$ cat src/rtl/vga_pkg.sv
// Shared constants for the VGA pattern generator: default 640x480 timing,
// the 3-bit pattern encoding and a full-scale colour helper.
package vga_pkg;

  localparam int DEF_H_ACTIVE = 640;
  localparam int DEF_H_FP     = 16;
  localparam int DEF_H_SYNC   = 96;
  localparam int DEF_H_BP     = 48;
  localparam int DEF_V_ACTIVE = 480;
  localparam int DEF_V_FP     = 10;
  localparam int DEF_V_SYNC   = 2;
  localparam int DEF_V_BP     = 33;

  localparam logic [2:0] PAT_BLACK = 3'd0;
  localparam logic [2:0] PAT_RED   = 3'd1;
  localparam logic [2:0] PAT_GREEN = 3'd2;
  localparam logic [2:0] PAT_BLUE  = 3'd3;
  localparam logic [2:0] PAT_WHITE = 3'd4;
  localparam logic [2:0] PAT_BARS  = 3'd5;
  localparam logic [2:0] PAT_CHECK = 3'd6;
  localparam logic [2:0] PAT_RAMP  = 3'd7;

  // All-ones value for a channel of width w (callers truncate to their width).
  function automatic logic [31:0] full_scale(input int unsigned w);
    if (w >= 32) return '1;
    return (32'd1 << w) - 32'd1;
  endfunction

endpackage

$ cat src/rtl/pb_debounce.sv
// Pushbutton conditioner: 2-flop synchroniser, stability counter and a
// one-cycle pulse on each accepted rising edge of the debounced level.
module pb_debounce #(
  parameter int DEB_CYCLES = 4
) (
  input  logic clk,
  input  logic rst_n,
  input  logic pb,
  output logic rise
);

  localparam int CW = (DEB_CYCLES > 1) ? $clog2(DEB_CYCLES) : 1;

  logic [1:0]    sync_q;
  logic          level;
  logic [CW-1:0] cnt;

  // Bring the raw button into the pixel clock domain.
  always_ff @(posedge clk or negedge rst_n) begin
    if (!rst_n) sync_q <= 2'b00;
    else        sync_q <= {sync_q[0], pb};
  end

  // Accept a new level only after DEB_CYCLES consecutive differing samples;
  // any sample equal to the current level restarts the count.
  always_ff @(posedge clk or negedge rst_n) begin
    if (!rst_n) begin
      level <= 1'b0;
      cnt   <= '0;
      rise  <= 1'b0;
    end else begin
      rise <= 1'b0;
      if (sync_q[1] == level) begin
        cnt <= '0;
      end else if (cnt == CW'(DEB_CYCLES - 1)) begin
        level <= sync_q[1];
        cnt   <= '0;
        rise  <= sync_q[1];
      end else begin
        cnt <= cnt + 1'b1;
      end
    end
  end

endmodule

$ cat src/rtl/vga_pattern_gen.sv
// Parametrised VGA timing and test-pattern generator. Counters walk the
// raster; a single output register stage turns the counter position into
// syncs, data-enable and colour. Pattern changes land only on frame starts.
module vga_pattern_gen
  import vga_pkg::*;
#(
  parameter int H_ACTIVE   = DEF_H_ACTIVE,
  parameter int H_FP       = DEF_H_FP,
  parameter int H_SYNC     = DEF_H_SYNC,
  parameter int H_BP       = DEF_H_BP,
  parameter int V_ACTIVE   = DEF_V_ACTIVE,
  parameter int V_FP       = DEF_V_FP,
  parameter int V_SYNC     = DEF_V_SYNC,
  parameter int V_BP       = DEF_V_BP,
  parameter int COLOR_W    = 4,
  parameter bit SYNC_POL   = 1'b0,
  parameter int DEB_CYCLES = 4,
  parameter int CHK_LOG2   = 5
) (
  input  logic               vga_clk,
  input  logic               rst_n,
  input  logic               pb_enter,
  input  logic               pb_up,
  output logic [COLOR_W-1:0] red,
  output logic [COLOR_W-1:0] green,
  output logic [COLOR_W-1:0] blue,
  output logic               h_sync,
  output logic               v_sync,
  output logic               de,
  output logic               frame_start,
  output logic [2:0]         color_pattern
);

  localparam int H_TOTAL = H_ACTIVE + H_FP + H_SYNC + H_BP;
  localparam int V_TOTAL = V_ACTIVE + V_FP + V_SYNC + V_BP;
  localparam int H_W     = $clog2(H_TOTAL);
  localparam int V_W     = $clog2(V_TOTAL);
  localparam int BAR_W   = H_ACTIVE / 8;
  localparam int BP_W    = (BAR_W > 1) ? $clog2(BAR_W) : 1;
  localparam logic [COLOR_W-1:0] FULL = COLOR_W'(full_scale(COLOR_W));

  logic [H_W-1:0]     h_cnt;
  logic [V_W-1:0]     v_cnt;
  logic [BP_W-1:0]    bar_pos;
  logic [2:0]         bar_idx;
  logic               h_last, v_last, frame_end;
  logic               active, hs_on, vs_on, chk_on;
  logic               up_rise, enter_rise;
  logic [2:0]         pending, commit_val, pat_cur;
  logic               commit_req, wrap_flag;
  logic [COLOR_W-1:0] r_n, g_n, b_n, ramp;

  pb_debounce #(.DEB_CYCLES(DEB_CYCLES)) u_deb_up (
    .clk(vga_clk), .rst_n(rst_n), .pb(pb_up), .rise(up_rise)
  );

  pb_debounce #(.DEB_CYCLES(DEB_CYCLES)) u_deb_enter (
    .clk(vga_clk), .rst_n(rst_n), .pb(pb_enter), .rise(enter_rise)
  );

  assign h_last    = (h_cnt == H_W'(H_TOTAL - 1));
  assign v_last    = (v_cnt == V_W'(V_TOTAL - 1));
  assign frame_end = h_last && v_last;
  assign active    = (h_cnt < H_W'(H_ACTIVE)) && (v_cnt < V_W'(V_ACTIVE));
  assign hs_on     = (h_cnt >= H_W'(H_ACTIVE + H_FP)) &&
                     (h_cnt <  H_W'(H_ACTIVE + H_FP + H_SYNC));
  assign vs_on     = (v_cnt >= V_W'(V_ACTIVE + V_FP)) &&
                     (v_cnt <  V_W'(V_ACTIVE + V_FP + V_SYNC));
  assign chk_on    = 1'(h_cnt >> CHK_LOG2) ^ 1'(v_cnt >> CHK_LOG2);
  assign ramp      = COLOR_W'(h_cnt >> 4);

  // Raster counters plus a bar tracker that follows h_cnt without a divider.
  always_ff @(posedge vga_clk or negedge rst_n) begin
    if (!rst_n) begin
      h_cnt   <= '0;
      v_cnt   <= '0;
      bar_pos <= '0;
      bar_idx <= '0;
    end else begin
      if (h_last) begin
        h_cnt   <= '0;
        v_cnt   <= v_last ? '0 : v_cnt + 1'b1;
        bar_pos <= '0;
        bar_idx <= '0;
      end else begin
        h_cnt <= h_cnt + 1'b1;
        if (bar_pos == BP_W'(BAR_W - 1)) begin
          bar_pos <= '0;
          bar_idx <= bar_idx + 1'b1;
        end else begin
          bar_pos <= bar_pos + 1'b1;
        end
      end
    end
  end

  // Pattern selection: pending advances on up, enter snapshots it, and the
  // snapshot is applied only at the last pixel of the frame. The enter
  // update sits after the boundary update so an enter on that exact cycle
  // stays queued for the next frame.
  always_ff @(posedge vga_clk or negedge rst_n) begin
    if (!rst_n) begin
      pending    <= '0;
      commit_val <= '0;
      commit_req <= 1'b0;
      pat_cur    <= PAT_BLACK;
    end else begin
      if (up_rise) pending <= pending + 1'b1;
      if (frame_end && commit_req) begin
        pat_cur    <= commit_val;
        commit_req <= 1'b0;
      end
      if (enter_rise) begin
        commit_req <= 1'b1;
        commit_val <= pending;
      end
    end
  end

  // Colour for the current counter position; blanking forces black.
  always_comb begin
    r_n = '0;
    g_n = '0;
    b_n = '0;
    if (active) begin
      case (pat_cur)
        PAT_RED:   r_n = FULL;
        PAT_GREEN: g_n = FULL;
        PAT_BLUE:  b_n = FULL;
        PAT_WHITE: begin r_n = FULL; g_n = FULL; b_n = FULL; end
        PAT_BARS: begin
          r_n = bar_idx[2] ? FULL : '0;
          g_n = bar_idx[1] ? FULL : '0;
          b_n = bar_idx[0] ? FULL : '0;
        end
        PAT_CHECK: if (chk_on) begin r_n = FULL; g_n = FULL; b_n = FULL; end
        PAT_RAMP:  begin r_n = ramp; g_n = ramp; b_n = ramp; end
        default:   ;
      endcase
    end
  end

  // Output stage: every output is registered from the same counter value.
  always_ff @(posedge vga_clk or negedge rst_n) begin
    if (!rst_n) begin
      red           <= '0;
      green         <= '0;
      blue          <= '0;
      h_sync        <= ~SYNC_POL;
      v_sync        <= ~SYNC_POL;
      de            <= 1'b0;
      frame_start   <= 1'b0;
      color_pattern <= PAT_BLACK;
      wrap_flag     <= 1'b0;
    end else begin
      red           <= r_n;
      green         <= g_n;
      blue          <= b_n;
      h_sync        <= hs_on ? SYNC_POL : ~SYNC_POL;
      v_sync        <= vs_on ? SYNC_POL : ~SYNC_POL;
      de            <= active;
      frame_start   <= wrap_flag;
      color_pattern <= pat_cur;
      wrap_flag     <= frame_end;
    end
  end

endmodule

$ cat config.mk
export PLATFORM = sky130hd
export DESIGN_NAME = vga_pattern_gen
export DESIGN_NICKNAME = d
export VERILOG_FILES = /design/src/rtl/vga_pkg.sv /design/src/rtl/pb_debounce.sv /design/src/rtl/vga_pattern_gen.sv
export SDC_FILE = /design/constraint.sdc
export NUM_CORES = 1
export LEC_CHECK = 0
export ABC_CLOCK_PERIOD_IN_PS = 2050
export CAP_MARGIN = 10
export CORE_MARGIN = 2
export CORE_UTILIZATION = 45
export DETAILED_ROUTE_END_ITERATION = 12
export PLACE_DENSITY = 0.66
export SYNTH_ARGS = -nofsm -noshare
export SYNTH_HDL_FRONTEND = slang
export SYNTH_SLANG_ARGS = --single-unit
$ cat constraint.sdc
create_clock -name vga_clk -period 2.05 [get_ports vga_clk]
set_clock_uncertainty 0.2 [all_clocks]
set_input_delay 0.41 -clock vga_clk [delete_from_list [all_inputs] [get_ports vga_clk]]
set_output_delay 0.41 -clock vga_clk [all_outputs]
set_load 0.02 [all_outputs]
==> results.md <==
- Routed Antenna Nets: 0
- Reg2reg start: v_cnt[6]$_DFFE_PN0N_
- I/O Pins: 23
- Leakage: 1.84 nW
- Most frequent cells in the layout: dfrtp_1 (70), buf_4 (35), nor2_1 (19), clkdlybuf4s50_1 (19)
- Syn Std Cell Area: 3100 µm²
- CTS Root Cell: clkbuf_8
- Initial antenna violation count: 0
- Critical path arrival: 2.35 ns
- Final Setup Violations: 7
- HPWL after DPL: 3790 µm
- Initial DRC Count: 98
- WP data required: 2.08 ns
- Grt ovf: 0
- Clock Power Share: 0.407
- Worst Hold Class: flop to flop
- Chip width: 87.1 µm
- Hold Fails Final Rpt: 0
- GRT Total Usage: 0.168
- Worst Setup SP: v_cnt[6]$_DFFE_PN0N_
- DRC Markers: 0
- Fmax: 0.430 GHz
- WHS: 0.154 ns
- Synthesis-stage register bit count: 72
- Synth cell types: 48
- Sequential fraction of the synthesis area: 0.581
- Mapped Cells: 271
- Die area: 7580 µm²
- Row Count: 30
- Pwr dens: 774 nW/µm²
- Post-DR vias/cell: 5.13
- Max-cap violations: 0
- Min-delay src: u_deb_enter.sync_q[0]$_DFF_PN0_
- Reg2Reg Setup Slack: -0.27 ns
- Vias in the first global route: 2089
- Routed len/inst: 13.1 µm
- Final worst path period share: 1.13
- Crit path time final: 2.32 ns
- Die Y: 87.1 µm
- Commonest non-fill, non-tap cell in the layout: dfrtp_1
- Total Nets Final: 344
- Placed cell count: 395
- Final WL: 5440 µm
- Max FO, Critical Path: 3
- Worst VDD drop: 0.460 mV
- Area Growth Syn to Fin: 25.7%
- CP Class: flop to flop
- Worst slew margin: 0.691
- TritonCTS clock tree: yes
- Worst r2r dst: pat_cur[0]$_DFFE_PN0P_
- Fraction of layout cells with a size suffix above 1: 0.238
- Clk sinks: 72
- Async SR Flop Fraction: 1.00
- Failing checks: setup timing
- RSZ-0062 raised after global routing: yes
- Primary FF master, synth: dfrtp_1
- Max Slew Vio Count: 0
- Largest stage delay, worst path: 0.56 ns
- Reg clk slew, reported paths: 0.08 ns
- Critical Path End: pat_cur[0]$_DFFE_PN0P_
- Cts bufs inserted: 9
- Seq pwr share: 0.530
- R2R cell count: 5
- Longest Clk Path Bufs: 2
- Comb pwr share: 0.064
- Slack of the critical path: -0.275 ns
- Port-buffer cells: 22
- GP Congestion: 0.789
- Setup crit end kind: flop
- Critical Path Source Type: flop
- Initial core utilization: 0.462
- H-tree levels: 3
- ANT cells: 0
- EDFF count, synth: 0
- Syn Area/Cell: 11.5 µm²
- Worst slack at placement: -0.197 ns
- Vias: 2135
- Worst path slowest cell: or4_4
- Fin cells: 416
- Syn nets: 284
- Largest net degree at the start of global routing: 73
- Net switching power: 0.000695 W
- Cell Chain, Critical Path: or4b_4, or4_4, nor2_4, nand2_4, mux2_4
- Int Pwr: 0.00233 W
- Outcome: complete, but fails checks
- Worst Tran Pin Value: 0.459 ns
- Syn. warnings: 0
- Net Sw Frac: 0.230
- First-pass GRT wire length: 9630 µm
- Later-pin clock latency in the skew report: 0.35 ns
- Core area: 6720 µm²
- DRT Pass-1 Iters: 4
-- power groups by stage --
stage               Sequential [W]  Combinational, W  Clock, W
finish                     0.00160          0.000192   0.00123
global route               0.00162          0.000226   0.00132
CTS                        0.00160          0.000199   0.00126
detailed placement         0.00163          0.000197         0
global placement           0.00163          0.000184         0
floorplan                  0.00161          0.000136         0
-- kinds of logic (layout without fill, tap and decap cells) --
kind of cell	after synthesis	after routing	share of synthesized area
AND/OR/NAND/NOR	89	89	0.162
buffers and inverters	21	86	0.0335
flip-flops	72	72	0.581
multiplexers	9	9	0.0359
AO/OA/AOI/OAI	49	49	0.0895
XOR/XNOR	22	22	0.0621
adder cells (fa/ha/maj)	9	9	0.0363
-- routing by layer --
layer	routed length [µm]	GRT usage	share of wire	up-vias
met2	2730	0.277	0.50	51
met4	95	0.0881	0.017	0
li1	-	-	-	1054
met1	2450	0.200	0.45	1019
met5	0	0	0	-
met3	171	0.0493	0.031	11
-- stage by stage --
stage / area [µm²] / util / setup TNS (ns) / total power [W]
6_report: 3900 / 0.581 / -1.18 / 0.00302
5_1_grt: 3900 / 0.581 / -1.52 / 0.00317
4_1_cts: 3850 / 0.573 / -0.831 / 0.00306
3_5_place_dp: 3610 / 0.537 / -0.669 / 0.00183
3_3_place_gp: 3610 / 0.537 / -0.605 / 0.00181
2_1_floorplan: 3100 / - / -0.606 / 0.00175
-- synth_stat cells (4+ instances only) --
library cell / count / area share
a21o_1: 4 / 0.0097
a21oi_1: 16 / 0.026
and3_1: 7 / 0.014
clkbuf_1: 6 / 0.0073
dfrtp_1: 70 / 0.56
ha_1: 9 / 0.036
inv_1: 11 / 0.013
mux2_2: 5 / 0.018
nand2_1: 16 / 0.019
nand3_1: 10 / 0.016
nand4_1: 4 / 0.0081
nor2_1: 20 / 0.024
nor2b_1: 4 / 0.0081
nor3_1: 5 / 0.0081
o21ai_0: 19 / 0.031
xnor2_1: 14 / 0.040
xor2_1: 8 / 0.023
-- critical path, delay by kind of cell, from the launching register on --
| family | cells | cell delay [ns] |
|---|---|---|
| DFF | 1 | 0.38 |
| and+or+nand+nor | 4 | 1.34 |
| muxes | 1 | 0.29 |
-- how the worst min path moves through the flow --
stage | to | cells past startpoint
3_3_place_gp | u_deb_enter.sync_q[1]$_DFF_PN0_ | 0
6_report | u_deb_enter.sync_q[1]$_DFF_PN0_ | 0
2_1_floorplan | bar_idx[0]$_DFFE_PN0P_ | 0
3_5_place_dp | u_deb_enter.sync_q[1]$_DFF_PN0_ | 0
4_1_cts | u_deb_enter.sync_q[1]$_DFF_PN0_ | 0
5_1_grt | frame_start$_DFF_PN0_ | 0
-- final cells by class --
| cell class | count | area (µm²) |
|---|---|---|
| tap | 80 | 100 |
| clock inverter | 6 | 91.3 |
| clock buffer | 10 | 128 |
| timing repair buffer | 59 | 505 |
| sequential | 72 | 1800 |
| multi-input combinational | 178 | 1230 |
| inverter | 11 | 41.3 |
| fill | 557 | 2820 |
-- registers in the layout, indices dropped and copies added (netlist names), 2 cells and up --
| register | flops |
|---|---|
| u_deb_enter.sync_q | 2 |
| u_deb_up.sync_q | 2 |
| bar_idx | 3 |
| bar_pos | 7 |
| blue | 4 |
| h_cnt | 10 |
| red | 4 |
| v_cnt | 10 |
| pending | 3 |
| u_deb_up.cnt | 2 |
| u_deb_enter.cnt | 2 |
| pat_cur | 3 |
| green | 4 |
| commit_val | 3 |
| color_pattern | 3 |
-- what timing repair did --
item	in CTS	in global routing
gates resized for setup	3	12
hold buffers	1	0
buffers inserted	1	3
pin swaps	0	4
endpoints found under the setup margin	9	13
endpoints found under the hold margin	70	0
Power figures use the tool's default switching activity.
